$ cat src/rtl/core_pkg.sv
// core_pkg: definitions shared by the fetch and decode stages of the 8-bit core.
//   fetch_state_t   - fetch FSM state encoding
//   TWO_BYTE_PREFIX - opcode high nibble that marks an opcode + immediate instruction
//   two_byte()      - instruction length rule (decode uses the same function)
//   OPCODE_W/IMM_W  - IF/ID bundle field widths
package core_pkg;

   typedef enum logic [1:0] {
      FETCH_OP  = 2'd0,
      FETCH_IMM = 2'd1,
      INT_VEC   = 2'd2
   } fetch_state_t;

   localparam logic [3:0]  TWO_BYTE_PREFIX = 4'hC;
   localparam int unsigned OPCODE_W        = 8;
   localparam int unsigned IMM_W           = 8;

   function automatic logic two_byte(input logic [OPCODE_W-1:0] op);
      return op[7:4] == TWO_BYTE_PREFIX;
   endfunction

endpackage

$ cat src/rtl/ifid_reg.sv
// ifid_reg: IF/ID pipeline register.
//   clk, rst (sync, active-low) - clock and reset
//   hold                        - keep current contents (lower priority than clear)
//   clear                       - load an empty bubble (all fields zero)
//   d_opcode/d_imm/d_pc_next    - instruction loaded with valid=1 when neither hold nor clear
//   valid/opcode/imm/pc_next    - register outputs
module ifid_reg
   import core_pkg::*;
#(
   parameter int unsigned PC_W = 8
) (
   input  logic                clk,
   input  logic                rst,
   input  logic                hold,
   input  logic                clear,
   input  logic [OPCODE_W-1:0] d_opcode,
   input  logic [IMM_W-1:0]    d_imm,
   input  logic [PC_W-1:0]     d_pc_next,
   output logic                valid,
   output logic [OPCODE_W-1:0] opcode,
   output logic [IMM_W-1:0]    imm,
   output logic [PC_W-1:0]     pc_next
);

   always_ff @(posedge clk) begin
      if (!rst || clear) begin
         valid   <= 1'b0;
         opcode  <= '0;
         imm     <= '0;
         pc_next <= '0;
      end else if (!hold) begin
         valid   <= 1'b1;
         opcode  <= d_opcode;
         imm     <= d_imm;
         pc_next <= d_pc_next;
      end
   end

endmodule

$ cat src/rtl/fetch_stage.sv
// fetch_stage: instruction-fetch stage; owns the PC, reads the byte-wide IM,
// assembles opcode+immediate instructions and drives the IF/ID register.
// Ports:
//   clk, rst (sync, active-low)
//   imem_addr/imem_data         - combinational IM read port
//   stall                       - HDU stall: freeze PC, FSM, hold and IF/ID
//   redirect/redirect_pc        - flush and load a new PC (beats stall)
//   interrupt                   - level request; int_ack pulses when the vector is read
//   int_ret_pc                  - PC of the next unissued instruction, valid with int_ack
//   ifid_valid/opcode/imm/pc_next - IF/ID register
//   pc_debug                    - current PC
// Optional: `define FETCH_PERF_CNT_EN adds stall_cnt/flush_cnt (saturating, 16 bit).
module fetch_stage
   import core_pkg::*;
#(
   parameter int unsigned     PC_W         = 8,
   parameter logic [PC_W-1:0] RESET_PC     = 8'h00,
   parameter logic [PC_W-1:0] INT_VEC_ADDR = 8'h01
) (
   input  logic                clk,
   input  logic                rst,
   output logic [PC_W-1:0]     imem_addr,
   input  logic [7:0]          imem_data,
   input  logic                stall,
   input  logic                redirect,
   input  logic [PC_W-1:0]     redirect_pc,
   input  logic                interrupt,
   output logic                int_ack,
   output logic [PC_W-1:0]     int_ret_pc,
   output logic                ifid_valid,
   output logic [OPCODE_W-1:0] ifid_opcode,
   output logic [IMM_W-1:0]    ifid_imm,
   output logic [PC_W-1:0]     ifid_pc_next,
`ifdef FETCH_PERF_CNT_EN
   output logic [15:0]         stall_cnt,
   output logic [15:0]         flush_cnt,
`endif
   output logic [PC_W-1:0]     pc_debug
);

   fetch_state_t        state, state_nxt;
   logic [PC_W-1:0]     pc, pc_nxt, pc_inc;
   logic [OPCODE_W-1:0] hold_op, hold_op_nxt;
   logic [PC_W-1:0]     ret_pc_nxt;
   // Set when the vector is taken; blocks re-entry until the ISR's first opcode is fetched.
   logic                int_block, int_block_nxt;

   logic                ifid_hold, ifid_clear;
   logic [OPCODE_W-1:0] d_opcode;
   logic [IMM_W-1:0]    d_imm;

   assign pc_inc    = pc + PC_W'(1);
   assign imem_addr = (state == INT_VEC) ? INT_VEC_ADDR : pc;
   assign pc_debug  = pc;
   assign ifid_hold = stall && !redirect;

   always_comb begin
      state_nxt     = state;
      pc_nxt        = pc;
      hold_op_nxt   = hold_op;
      ret_pc_nxt    = int_ret_pc;
      int_block_nxt = int_block;
      ifid_clear    = 1'b0;
      d_opcode      = imem_data;
      d_imm         = '0;
      int_ack       = 1'b0;

      if (redirect) begin
         pc_nxt      = redirect_pc;
         state_nxt   = FETCH_OP;
         hold_op_nxt = '0;
         ifid_clear  = 1'b1;
      end else if (!stall) begin
         unique case (state)
            FETCH_OP: begin
               if (interrupt && !int_block) begin
                  ret_pc_nxt = pc;
                  state_nxt  = INT_VEC;
                  ifid_clear = 1'b1;
               end else begin
                  int_block_nxt = 1'b0;
                  pc_nxt        = pc_inc;
                  if (two_byte(imem_data)) begin
                     hold_op_nxt = imem_data;
                     state_nxt   = FETCH_IMM;
                     ifid_clear  = 1'b1;
                  end
               end
            end
            FETCH_IMM: begin
               d_opcode  = hold_op;
               d_imm     = imem_data;
               pc_nxt    = pc_inc;
               state_nxt = FETCH_OP;
            end
            INT_VEC: begin
               pc_nxt        = PC_W'(imem_data);
               int_ack       = 1'b1;
               int_block_nxt = 1'b1;
               ifid_clear    = 1'b1;
               state_nxt     = FETCH_OP;
            end
            default: begin
               state_nxt  = FETCH_OP;
               ifid_clear = 1'b1;
            end
         endcase
      end
   end

   always_ff @(posedge clk) begin
      if (!rst) begin
         state      <= FETCH_OP;
         pc         <= RESET_PC;
         hold_op    <= '0;
         int_ret_pc <= '0;
         int_block  <= 1'b0;
      end else begin
         state      <= state_nxt;
         pc         <= pc_nxt;
         hold_op    <= hold_op_nxt;
         int_ret_pc <= ret_pc_nxt;
         int_block  <= int_block_nxt;
      end
   end

   ifid_reg #(.PC_W(PC_W)) u_ifid (
      .clk       (clk),
      .rst       (rst),
      .hold      (ifid_hold),
      .clear     (ifid_clear),
      .d_opcode  (d_opcode),
      .d_imm     (d_imm),
      .d_pc_next (pc_inc),
      .valid     (ifid_valid),
      .opcode    (ifid_opcode),
      .imm       (ifid_imm),
      .pc_next   (ifid_pc_next)
   );

`ifdef FETCH_PERF_CNT_EN
   always_ff @(posedge clk) begin
      if (!rst) begin
         stall_cnt <= '0;
         flush_cnt <= '0;
      end else begin
         if (stall && !redirect && stall_cnt != '1) stall_cnt <= stall_cnt + 16'd1;
         if (redirect && flush_cnt != '1)           flush_cnt <= flush_cnt + 16'd1;
      end
   end
`endif

endmodule

$ cat config.mk
export PLATFORM = sky130hd
export DESIGN_NAME = fetch_stage
export DESIGN_NICKNAME = d
export VERILOG_FILES = /design/src/rtl/core_pkg.sv /design/src/rtl/ifid_reg.sv /design/src/rtl/fetch_stage.sv
export SDC_FILE = /design/constraint.sdc
export NUM_CORES = 1
export LEC_CHECK = 0
export CAP_MARGIN = 20
export CELL_PAD_IN_SITES_DETAIL_PLACEMENT = 0
export CELL_PAD_IN_SITES_GLOBAL_PLACEMENT = 1
export CORE_UTILIZATION = 32
export DETAILED_ROUTE_END_ITERATION = 10
export GPL_TIMING_DRIVEN = 0
export PLACE_DENSITY_LB_ADDON = 0.1
export SYNTH_ARGS = -nofsm -noshare
export SYNTH_HDL_FRONTEND = slang
export SYNTH_HIERARCHICAL = 1
export SYNTH_SLANG_ARGS = --single-unit
$ cat constraint.sdc
create_clock -name clk -period 1.65 [get_ports clk]
set_input_delay 0.4125 -clock clk [delete_from_list [all_inputs] [get_ports clk]]
set_output_delay 0.4125 -clock clk [all_outputs]
set_load 0.1 [all_outputs]
==> flow_summary.toml <==
[finish]
num_antenna_cells = 0
nFillCells = 773
syn_to_final_growth_pct = 52.3
final_cell_area_um2 = 3940
drive_gt1_frac = 0.392
final_nets = 407

[cts]
clock_latency_ns = 0.30
cts.reportedPaths.clkPinSlew_ns = 0.10
cts_tree = "yes"
cts_sinks = 52
cts_buffers = 5
cts-root-buf = "clkbuf_8"
h-tree-depth = 2
cts.path.max_buffers = 2
postCtsHoldBufs = 0

[logic_synthesis]
synth_top_area_frac = 0.403
syn-instance-count = 277
synth_common_cells = "52 x dfxtp_1, 47 x nor2_1, 32 x mux2i_1"
synth.area.top_cells = "dfxtp_1 40%, mux2i_1 12%, nor2_1 6.8%"
synth_nets = 299
async_reset_ff_frac = 0
ys.warnings.count = 6
synth.most_common_cell = "dfxtp_1"
yosys_most_used_dff = "dfxtp_1"
synth_edf_count = 0
ys_ff_latch = 52
synth_top_area_cell = "dfxtp_1"
synth_cell_types = 49
netlist_area_um2 = 2580
avgSynthCellArea_um2 = 9.33
ys_seq_area_frac = 0.403

[floorplan]
core-area_um2 = 7770
die_w_um = 91.9
die_h_um = 91.9
fp.dieArea_um2 = 8440
io_pins = 71
rows = 32
start_util = 0.333

[critical_path]
path_cells = "buf_4 > buf_6 > and2b_4 > nor2_4 > buf_12"
crit_fanout = 3
start_kind = "register"
end_kind = "primary output"
arrival_ns = 1.38
crit_type = "register to primary output"
crit_slowest_cell = "dfxtp_4"
critPathBufInv = 3
crit_family = "buffers and inverters"
cp_slowest_stage_delay_ns = 0.36
critPathRequiredTime_ns = 1.24

[detailed_routing]
via_per_inst = 4.85
post_drt_wl_per_cell_um = 15.5
route.detailed.drc = 0
dr.pass1.iters = 4
route.vias.total = 2364
ant_nets = 0
first_iter_violations = 102
totalWireLength_mm = 7.53

[timing]
fin_crit_ns = 1.80
worst_slack_ns = -0.147
max_freq_mhz = 556
setup_tns_ns = -0.772
finClkSkew_ns = 0.00448
setup_viol = 9
hold_violations = 0
drv_slew = 0
rsz0062_at_grt = "yes"
finalCritPeriodShare = 1.09
tightest_slew_ns = 0.557
slew_headroom = 0.628

[global_routing]
grt_pass1_vias = 2228
gr-usage-all-layers = 0.177
antenna_found_initial = 0
grt_pass1_wl_mm = 11.6
gr-total-overflow = 0
grt_max_degree = 16

[placement]
hpwl_mm = 5.11
routabilityCongestion = 0.771
port_buffers = 70
placed_area_um2 = 3490

[pwr]
leakagePower_nw = 1.64
ir_drop_mv = 0.326
p_per_area_nw_per_um2 = 761

[run_status]
status = "finished, violations left"
violations = "negative setup slack"

[min_path]
hp-class = "register to register"

[run]
drv_cap = 0
-- report_power, final --
part           internal (mW)  switching [mW]
Sequential              1.29          0.0402
Combinational          0.316           0.575
Clock                  0.336           0.440
-- cells by family after synthesis --
logic type	synth area share
flops	0.403
buf+inv	0.0726
mux	0.168
simple gates	0.229
xor+xnor	0.0203
compound gates	0.103
fa+ha+maj	0.00484
-- path summary, 6_finish.rpt --
path                startpoint      endpoint  slack (ns)  cells after the start
hold reg to reg   u_ifid/valid  u_ifid/valid        0.44                      2
setup / recovery      state[0]  imem_addr[6]       -0.15                      5
hold / removal    u_ifid/valid  u_ifid/valid        0.44                      2
setup reg to reg      state[0]   pc_debug[3]           0                      7
-- routing by layer --
metal,GRT usage,up-vias,wire length (µm)
li1,-,1173,-
met1,0.252,1133,3690
met2,0.276,51,3510
met3,0.0265,7,266
met4,0.0521,0,73
met5,0,-,0
-- worst min-delay path, delay by kind of cell, from the launching register on --
| family | cells | cell delay [ns] |
|---|---|---|
| buffers and inverters | 1 | 0.04 |
| flip-flops | 1 | 0.32 |
| AO/OA/AOI/OAI | 1 | 0.05 |
-- placed cells by master, fill, tap and decap left out, types with 6 or more instances in the layout --
| master | instances |
|---|---|
| nor2_1 | 45 |
| dfxtp_1 | 42 |
| mux2i_1 | 32 |
| buf_4 | 29 |
| buf_2 | 26 |
| nand2_1 | 15 |
| clkdlybuf4s18_2 | 15 |
| nand3_1 | 14 |
| a21oi_1 | 14 |
| clkdlybuf4s50_1 | 13 |
| buf_12 | 12 |
| buf_6 | 8 |
| and2_1 | 8 |
| inv_1 | 6 |
| clkbuf_8 | 6 |
| dfxtp_2 | 6 |
-- registers in the layout, summed over array words and instances (netlist names) --
signal	count
u_ifid/imm	8
int_block	1
hold_op	8
u_ifid/valid	1
state	2
u_ifid/pc_next	8
int_ret_pc	8
pc_debug	8
u_ifid/opcode	8
-- final cells by class --
type,instances,area [µm²],share of cell area
Tap cell,102,128,0.0324
Inverter,8,30.0,0.00763
Sequential cell,52,1060,0.270
Buffer,19,240,0.0610
Clock buffer,6,82.6,0.0210
Multi-Input combinational cell,198,1450,0.369
Timing Repair Buffer,101,931,0.237
Clock inverter,1,8.76,0.00223
-- stage by stage --
step | hold WS [ns] | power [mW] | worst slack [ns] | instances | utilization
floorplan | 0.435 | 1.94 | -0.239 | 277 | -
global placement | 0.439 | 2.16 | -1.36 | 449 | 0.449
detailed placement | 0.443 | 2.16 | -1.35 | 449 | 0.449
CTS | 0.458 | 2.96 | -0.214 | 466 | 0.487
global route | 0.478 | 3.12 | -0.203 | 487 | 0.507
finish | 0.444 | 3.00 | -0.147 | 487 | 0.507
-- what timing repair did --
action                                  in CTS  in global routing
cloned                                       0                  4
pin swaps                                    5                  7
endpoints found under the setup margin      98                 79
buffers inserted                            10                 17
resized for setup                          246                 68
Note: power is estimated with default switching activity, not from simulation.
